**config.mk**
```make
export PLATFORM = sky130hd
export DESIGN_NAME = demux_n_stream
export DESIGN_NICKNAME = d
export VERILOG_FILES = /design/src/rtl/demux_pkg.sv /design/src/rtl/demux_stage.sv /design/src/rtl/demux_n_stream.sv
export SDC_FILE = /design/constraint.sdc
export NUM_CORES = 1
export LEC_CHECK = 0
export CAP_MARGIN = 10
export CELL_PAD_IN_SITES_DETAIL_PLACEMENT = 1
export CELL_PAD_IN_SITES_GLOBAL_PLACEMENT = 1
export CORE_UTILIZATION = 30
export CTS_BUF_LIST = sky130_fd_sc_hd__clkbuf_2 sky130_fd_sc_hd__clkbuf_4 sky130_fd_sc_hd__clkbuf_8
export CTS_CLUSTER_SIZE = 10
export DETAILED_ROUTE_END_ITERATION = 16
export GPL_ROUTABILITY_DRIVEN = 0
export GPL_TIMING_DRIVEN = 0
export PLACE_DENSITY = 0.78
export SYNTH_ARGS = -nofsm -noshare
export SYNTH_HDL_FRONTEND = slang
export SYNTH_SLANG_ARGS = --single-unit
```
**constraint.sdc**
```tcl
create_clock -name clk -period 1.6 [get_ports clk]
set_input_delay 0.16 -clock clk [delete_from_list [all_inputs] [get_ports clk]]
set_output_delay 0.16 -clock clk [all_outputs]
set_load 0.1 [all_outputs]
```
**src/rtl/demux_pkg.sv**
```systemverilog
// Shared constants and index helpers for the 1:2^N stream demultiplexer tree.
package demux_pkg;

    localparam int unsigned MAX_N = 8;

    function automatic int unsigned chan_lsb(input int unsigned k, input int unsigned w);
        return k * w;
    endfunction

    // Flat index of the first stage of tree level l.
    function automatic int unsigned stage_base(input int unsigned l);
        return (32'd1 << l) - 32'd1;
    endfunction

endpackage

```
**src/rtl/demux_stage.sv**
```systemverilog
// One registered 1:2 stream stage; routes on the MSB of its held select and
// forwards the remaining select bits to the chosen child.
module demux_stage #(
    parameter int unsigned W   = 8,
    parameter int unsigned SW  = 1,
    localparam int unsigned OSW = (SW > 1) ? SW - 1 : 1
) (
    input  logic           clk,
    input  logic           rst,
    input  logic           in_vld,
    output logic           in_rdy,
    input  logic [W-1:0]   in_data,
    input  logic [SW-1:0]  in_sel,
    output logic [1:0]     out_vld,
    input  logic [1:0]     out_rdy,
    output logic [W-1:0]   out_data,
    output logic [OSW-1:0] out_sel
);

    logic          full_q;
    logic [W-1:0]  data_q;
    logic [SW-1:0] sel_q;
    logic          route_c;
    logic          child_rdy_c;

    assign route_c     = sel_q[SW-1];
    assign child_rdy_c = out_rdy[route_c];
    assign in_rdy      = !full_q || child_rdy_c;

    // A new beat may replace a draining one on the same edge.
    always_ff @(posedge clk) begin
        if (rst) begin
            full_q <= 1'b0;
            data_q <= '0;
            sel_q  <= '0;
        end else if (in_vld && in_rdy) begin
            full_q <= 1'b1;
            data_q <= in_data;
            sel_q  <= in_sel;
        end else if (child_rdy_c) begin
            full_q <= 1'b0;
        end
    end

    assign out_vld  = {full_q && route_c, full_q && !route_c};
    assign out_data = data_q;

    if (SW > 1) begin : g_fwd_sel
        assign out_sel = sel_q[SW-2:0];
    end else begin : g_no_sel
        assign out_sel = '0;
    end

endmodule

```
**src/rtl/demux_n_stream.sv**
```systemverilog
// Registered 1:2^N valid/ready demultiplexer built as an N-level tree of 1:2
// stages, MSB of in_sel routed first; ready is combinational back to the input.
module demux_n_stream
    import demux_pkg::*;
#(
    parameter int unsigned N = 3,
    parameter int unsigned W = 8,
    localparam int unsigned NCH  = 32'd1 << N,
    localparam int unsigned SELW = (N == 0) ? 1 : N
) (
    input  logic              clk,
    input  logic              rst,
    input  logic              in_valid,
    output logic              in_ready,
    input  logic [W-1:0]      in_data,
    input  logic [SELW-1:0]   in_sel,
    output logic [NCH-1:0]    out_valid,
    input  logic [NCH-1:0]    out_ready,
    output logic [NCH*W-1:0]  out_data,
    output logic              busy
);

    localparam int unsigned NL = (N == 0) ? 1 : N;
    localparam int unsigned NS = (N == 0) ? 1 : NCH - 1;

    // Residual select width held by stages of level l.
    function automatic int unsigned sw_of(input int unsigned l);
        return (N == 0) ? 1 : N - l;
    endfunction

    // Offset of level l inside the packed residual-select bus.
    function automatic int unsigned sel_off(input int unsigned l);
        int unsigned o;
        o = 0;
        for (int unsigned m = 0; m < l; m++) begin
            o += (32'd1 << m) * sw_of(m);
        end
        return o;
    endfunction

    localparam int unsigned SELT = sel_off(NL);

    logic [NS-1:0]         st_vld;
    logic [NS-1:0]         st_rdy;
    logic [NS-1:0]         st_full;
    logic [NS-1:0][W-1:0]  st_data;
    logic [SELT-1:0]       st_sel;

    assign st_vld[0]  = in_valid;
    assign st_data[0] = in_data;
    assign in_ready   = st_rdy[0] && !rst;
    assign busy       = |st_full;

    if (N == 0) begin : g_sel_none
        assign st_sel[0] = 1'b0;
    end else begin : g_sel_root
        assign st_sel[N-1:0] = in_sel;
    end

    for (genvar l = 0; l < NL; l++) begin : g_lvl
        localparam int unsigned SW = sw_of(l);
        for (genvar j = 0; j < (1 << l); j++) begin : g_stg
            localparam int unsigned S   = stage_base(l) + j;
            localparam int unsigned OFF = sel_off(l) + j * SW;

            logic [1:0]   vld_c;
            logic [1:0]   rdy_c;
            logic [W-1:0] data_c;

            assign st_full[S] = |vld_c;

            if (l + 1 < NL) begin : g_node
                localparam int unsigned C    = stage_base(l + 1) + 2 * j;
                localparam int unsigned COFF = sel_off(l + 1) + 2 * j * (SW - 1);
                logic [SW-2:0] sel_c;

                demux_stage #(.W(W), .SW(SW)) u_stage (
                    .clk      (clk),
                    .rst      (rst),
                    .in_vld   (st_vld[S]),
                    .in_rdy   (st_rdy[S]),
                    .in_data  (st_data[S]),
                    .in_sel   (st_sel[OFF +: SW]),
                    .out_vld  (vld_c),
                    .out_rdy  (rdy_c),
                    .out_data (data_c),
                    .out_sel  (sel_c)
                );

                assign st_vld[C]                  = vld_c[0];
                assign st_vld[C+1]                = vld_c[1];
                assign st_data[C]                 = data_c;
                assign st_data[C+1]               = data_c;
                assign st_sel[COFF +: SW-1]       = sel_c;
                assign st_sel[COFF+SW-1 +: SW-1]  = sel_c;
                assign rdy_c                      = {st_rdy[C+1], st_rdy[C]};
            end else begin : g_leaf
                demux_stage #(.W(W), .SW(SW)) u_stage (
                    .clk      (clk),
                    .rst      (rst),
                    .in_vld   (st_vld[S]),
                    .in_rdy   (st_rdy[S]),
                    .in_data  (st_data[S]),
                    .in_sel   (st_sel[OFF +: SW]),
                    .out_vld  (vld_c),
                    .out_rdy  (rdy_c),
                    .out_data (data_c),
                    .out_sel  ()
                );

                // N==0 degenerates to a single slice whose select is tied low.
                if (N == 0) begin : g_single
                    assign out_valid = vld_c[0];
                    assign out_data  = data_c;
                    assign rdy_c     = {1'b0, out_ready[0]};
                end else begin : g_pair
                    assign out_valid[2*j +: 2]                 = vld_c;
                    assign out_data[chan_lsb(2*j, W) +: 2*W]   = {data_c, data_c};
                    assign rdy_c                               = out_ready[2*j +: 2];
                end
            end
        end
    end

endmodule

```
# Yosys cells after proc, flatten, opt, wreduce, memory -nomap -nowiden
# Cells that the tools add are included.
# W data, S select, Z words.
# op_classes
n_addsub	0
mul	0
div_mod_pow	0
n_lt_le_gt_ge	7
eq_ne	0
shifts	0
n_mux	28
bitwise_logic	0
n_reduce_logical	52
# ops
cell	count
$mux W1	28
$logic_and A1 B1 Y1	22
$logic_not A1 Y1	15
$lt A1 B2 Y1 const B	7
$reduce_bool A2 Y1	7
$reduce_or A14 Y1	1
$logic_or A1 B1 Y1	7
# totals
regBits	74
latch_bits	0
ram_bits	0
mem_bits_ro	0
in_bits	22
mem_count	0

# Depth between registers and ports, before layout
# depth
ltp_word	11
mapped_depth	6

# By module
# A second synthesis with hierarchy kept.
# unflattened
cells_unflattened	586
hier_area_um2	4904.7
# by_module_without_submodules
mod	instances	cells_per_inst	area_per_inst_um2	seq_area_each_um2
demux_stage at g_lvl[2].g_stg[0].g_leaf.u_stage ...	4	75	638.1	200.2
demux_stage at g_lvl[1].g_stg[0].g_node.u_stage ...	2	80	666.9	220.2
demux_stage at g_lvl[0].g_stg[0].g_node.u_stage	1	88	743.2	240.2
demux_n_stream	1	38	275.3	0.0

# Worst setup path after synthesis
# Ideal clock, no wire load.
# synth_timing
path_type	register to output
startpoint	reg g_lvl[2].g_stg[0].g_leaf.u_stage.sel_q
endpoint	out in_ready
arrival_ns	2.058
required_ns	1.440
setup_slack_ns	-0.618
path_stages_with_launch	6
path_buffers	0
cell_sequence	dfxtp_1 -> mux2i_1 -> nand2_1 -> o22a_1 -> o22ai_1 -> nor2_1
# synth_between
elab_chain_cells	10
# synth_lines
element	line_no	source
from (decl)	demux_stage.sv:22	logic [SW-1:0] sel_q;
from (signal assigned)	demux_stage.sv:39	sel_q <= in_sel;
$mux W1 (not written as such) (2 in series)	demux_stage.sv:27	assign child_rdy_c = out_rdy[route_c];
$logic_or A1 B1 Y1	demux_stage.sv:28	assign in_rdy = !full_q || child_rdy_c;
$mux W1 (not written as such) (2 in series)	demux_stage.sv:27	
$logic_or A1 B1 Y1	demux_stage.sv:28	
$mux W1 (not written as such) (2 in series)	demux_stage.sv:27	
$logic_or A1 B1 Y1	demux_stage.sv:28	
$logic_and A1 B1 Y1	demux_n_stream.sv:51	assign in_ready = st_rdy[0] && !rst;
to (decl)	demux_n_stream.sv:14	output logic in_ready,
# Every way passes these cells. The select of a mux whose other input is x is not followed.

# Worst setup path after layout
# Ends and elaborated chain as after synthesis.

==> results.json <==
{
  "leakage_nw": 1.80,
  "crit_family": "compound AO/OA/AOI/OAI gates",
  "crit_path_max_fanout": 2,
  "grt_pass1_vias": 2813,
  "drt_pass1_iterations": 4,
  "critPathKind": "reg -> out",
  "cp-start-kind": "register",
  "slew_headroom_pct": 62.8,
  "ys_seq_area_share_pct": 47.9,
  "drtIter0Drc": 32,
  "grt_max_degree": 14,
  "skew_ns": 0.0103,
  "postSynthAreaPerCell_sq_um": 9.92,
  "end_kind": "primary output",
  "slowest_stage": "dfxtp_2",
  "finalCriticalPeriod_ns": 1.91,
  "syn-cell-area_sq_um": 3100,
  "grt_usage_pct": 16.4,
  "crit_path_cell_trace": "mux2i_2, nand2_1, o22a_1, o22ai_2, nor2_2, buf_12",
  "area.growth.synth_to_final_pct": 51.1,
  "violations": "negative setup slack",
  "root_buffer": "clkbuf_8",
  "post-dp-hpwl_mm": 6.10,
  "period_share_pct": 120,
  "cts_max_level": 3,
  "antenna_found_initial": 0,
  "outcome": "complete, but fails checks",
  "fmax_ghz": 0.523,
  "yosys_warnings": 0,
  "ir_drop_mv": 0.441,
  "diodes": 0,
  "hold_ws_ns": 0.399,
  "core_area_sq_um": 9910,
  "cp.arrival_ns": 1.75,
  "max_stage_delay_ns": 0.36,
  "cts.clk_slew.worst_paths_ns": 0.07,
  "min_path_type": "in -> reg",
  "dieArea_sq_um": 10700,
  "fp.dieH_microns": 104,
  "drv_slew": 0,
  "clock_latency_ns": 0.34,
  "ios": 96,
  "finalNetCount": 452,
  "final_util_pct": 47.2,
  "fillCellCount": 1134,
  "die_w_microns": 104,
  "maxCapViolCount": 0,
  "netlist_instances": 312,
  "grt_pass1_wl_mm": 13.9,
  "worstPathRequired_ns": 1.44,
  "rows": 36,
  "port-buffer-count": 95,
  "synth_nets": 334,
  "via_per_inst": 4.57,
  "initial_utilization_pct": 31.2,
  "drive_gt1_share_pct": 36.8,
  "drc_errors": 0,
  "drtAntennaViolNets": 0,
  "setup_viol": 22,
  "finalHoldViolCount": 0,
  "rsz0062_at_grt": "yes",
  "pre_cts_ws_ns": -1.16,
  "grt.overflow.total": 0,
  "synth_cell_types": 22,
  "vias": 2598,
  "routed_wl_mm": 8.46,
  "worst_slew_pin_slew_ns": 0.558,
  "pwr_density_cell_nw_per_um2": 856,
  "ctsHoldBuffers": 0,
  "tritoncts": "done",
  "clock_path_buffers": 2,
  "cp_num_buf_inv": 1,
  "cts_sinks": 74,
  "cts_buffers": 9,
  "wl_per_cell_microns": 14.9,
  "ys_ff_latch": 74,
  "timing.final.ws_setup_ns": -0.313
}
state kept, by name, summed over array words and instances (netlist names):
name / flops
g_lvl.g_stg.g_leaf.u_stage.out_data: 32
g_lvl.g_stg.g_node.u_stage.full_q: 3
g_lvl.g_stg.g_node.u_stage.sel_q: 7
g_lvl.g_stg.g_node.u_stage.out_data: 24
g_lvl.g_stg.g_leaf.u_stage.full_q: 4
g_lvl.g_stg.g_leaf.u_stage.route_c: 4
through the flow:
stage | setup TNS [ns] | total power [mW] | cell area, sq um | instances
4_1_cts | -2.79 | 4.03 | 4660 | 567
2_1_floorplan | -0.176 | 2.11 | 3110 | 312
3_5_place_dp | -25.05 | 2.23 | 4220 | 540
5_1_grt | -5.51 | 4.14 | 4680 | 568
6_report | -3.24 | 4.00 | 4680 | 568
3_3_place_gp | -19.09 | 2.22 | 4220 | 540
kinds of logic after synthesis:
kind of cell    Yosys count  share of synthesized area (%)
buf+inv                  50                           10.4
compound gates           17                           3.80
simple gates            100                           15.0
mux                      71                           23.0
flops                    74                           47.9
worst reg2reg max path: stages (launching register included):
cell	delay (ns)
dfxtp_2	0.36
mux2i_2	0.24
nand2_1	0.11
o22a_1	0.25
buf_4	0.15
o221a_1	0.32
buf_4	0.20
mux2i_1	0.12
cell type report:
type | count | area (sq um) | share of cell area [%]
buffer | 46 | 308 | 6.58
timing repair buffer | 108 | 1100 | 23.5
multi-input combinational | 189 | 1350 | 28.9
clock inverter | 6 | 114 | 2.43
inverter | 2 | 7.51 | 0.161
clock buffer | 10 | 138 | 2.94
tap | 133 | 166 | 3.56
sequential | 74 | 1490 | 31.8
path summary, 6_finish.rpt:
path / startpoint / depth (start not counted) / slack [ns] / to
setup / recovery: g_lvl[2].g_stg[0].g_leaf.u_stage.route_c / 6 / -0.31 / in_ready
setup reg to reg: g_lvl[2].g_stg[0].g_leaf.u_stage.route_c / 7 / -0.25 / g_lvl[0].g_stg[0].g_node.u_stage.out_data[6]
hold / removal: in_data[0] / 3 / 0.40 / g_lvl[0].g_stg[0].g_node.u_stage.out_data[0]
hold reg to reg: g_lvl[0].g_stg[0].g_node.u_stage.out_data[7] / 2 / 0.51 / g_lvl[0].g_stg[0].g_node.u_stage.out_data[7]
cell usage in the layout (no fill, tap or decap), types with 9 or more instances in the layout:
| cell type | count |
|---|---|
| clkbuf_8 | 10 |
| a21oi_1 | 10 |
| nand2b_1 | 24 |
| dfxtp_1 | 70 |
| clkdlybuf4s50_1 | 21 |
| mux2i_1 | 67 |
| nor2_1 | 56 |
| buf_2 | 9 |
| buf_4 | 48 |
| clkdlybuf4s15_2 | 62 |
synthesized netlist by cell type:
cell type	n	share of area, %
dfxtp_1	74	48
nor2_1	57	6.9
mux2i_1	71	23
nor3_1	1	0.16
nand2b_1	25	5.1
o21ba_2	1	0.32
inv_1	2	0.24
and2_1	4	0.81
a21oi_1	10	1.6
o221a_2	2	0.73
and2b_1	1	0.24
nor2b_1	3	0.61
clkbuf_1	8	0.97
buf_6	1	0.36
nand2_1	8	0.97
o22a_1	2	0.57
o221a_1	1	0.36
nor4_1	1	0.20
buf_4	32	7.8
o22ai_1	1	0.20
buf_1	1	0.12
buf_2	6	0.97
report_power, final:
group          total [mW]  switching [mW]  internal, mW
Combinational       0.310           0.173         0.137
Clock                1.80           0.716          1.08
Sequential           1.90          0.0275          1.87
Total                4.00           0.916          3.09
what timing repair did:
item / CTS / global route
hold endpoints to repair: 0 / 0
setup buffers: 12 / 3
endpoints found under the setup margin: 105 / 45
gates cloned: 2 / 0
resized for setup: 257 / 13
pin swaps: 5 / 3
per-layer routing:
layer	vias to the layer above	GRT usage, %	part of all wire (%)
li1	1243	-	-
met1	1283	20.0	44
met2	62	28.4	51
met3	10	3.34	3.5
met4	0	5.90	1.4
met5	-	0	0
Power figures use the tool's default switching activity.
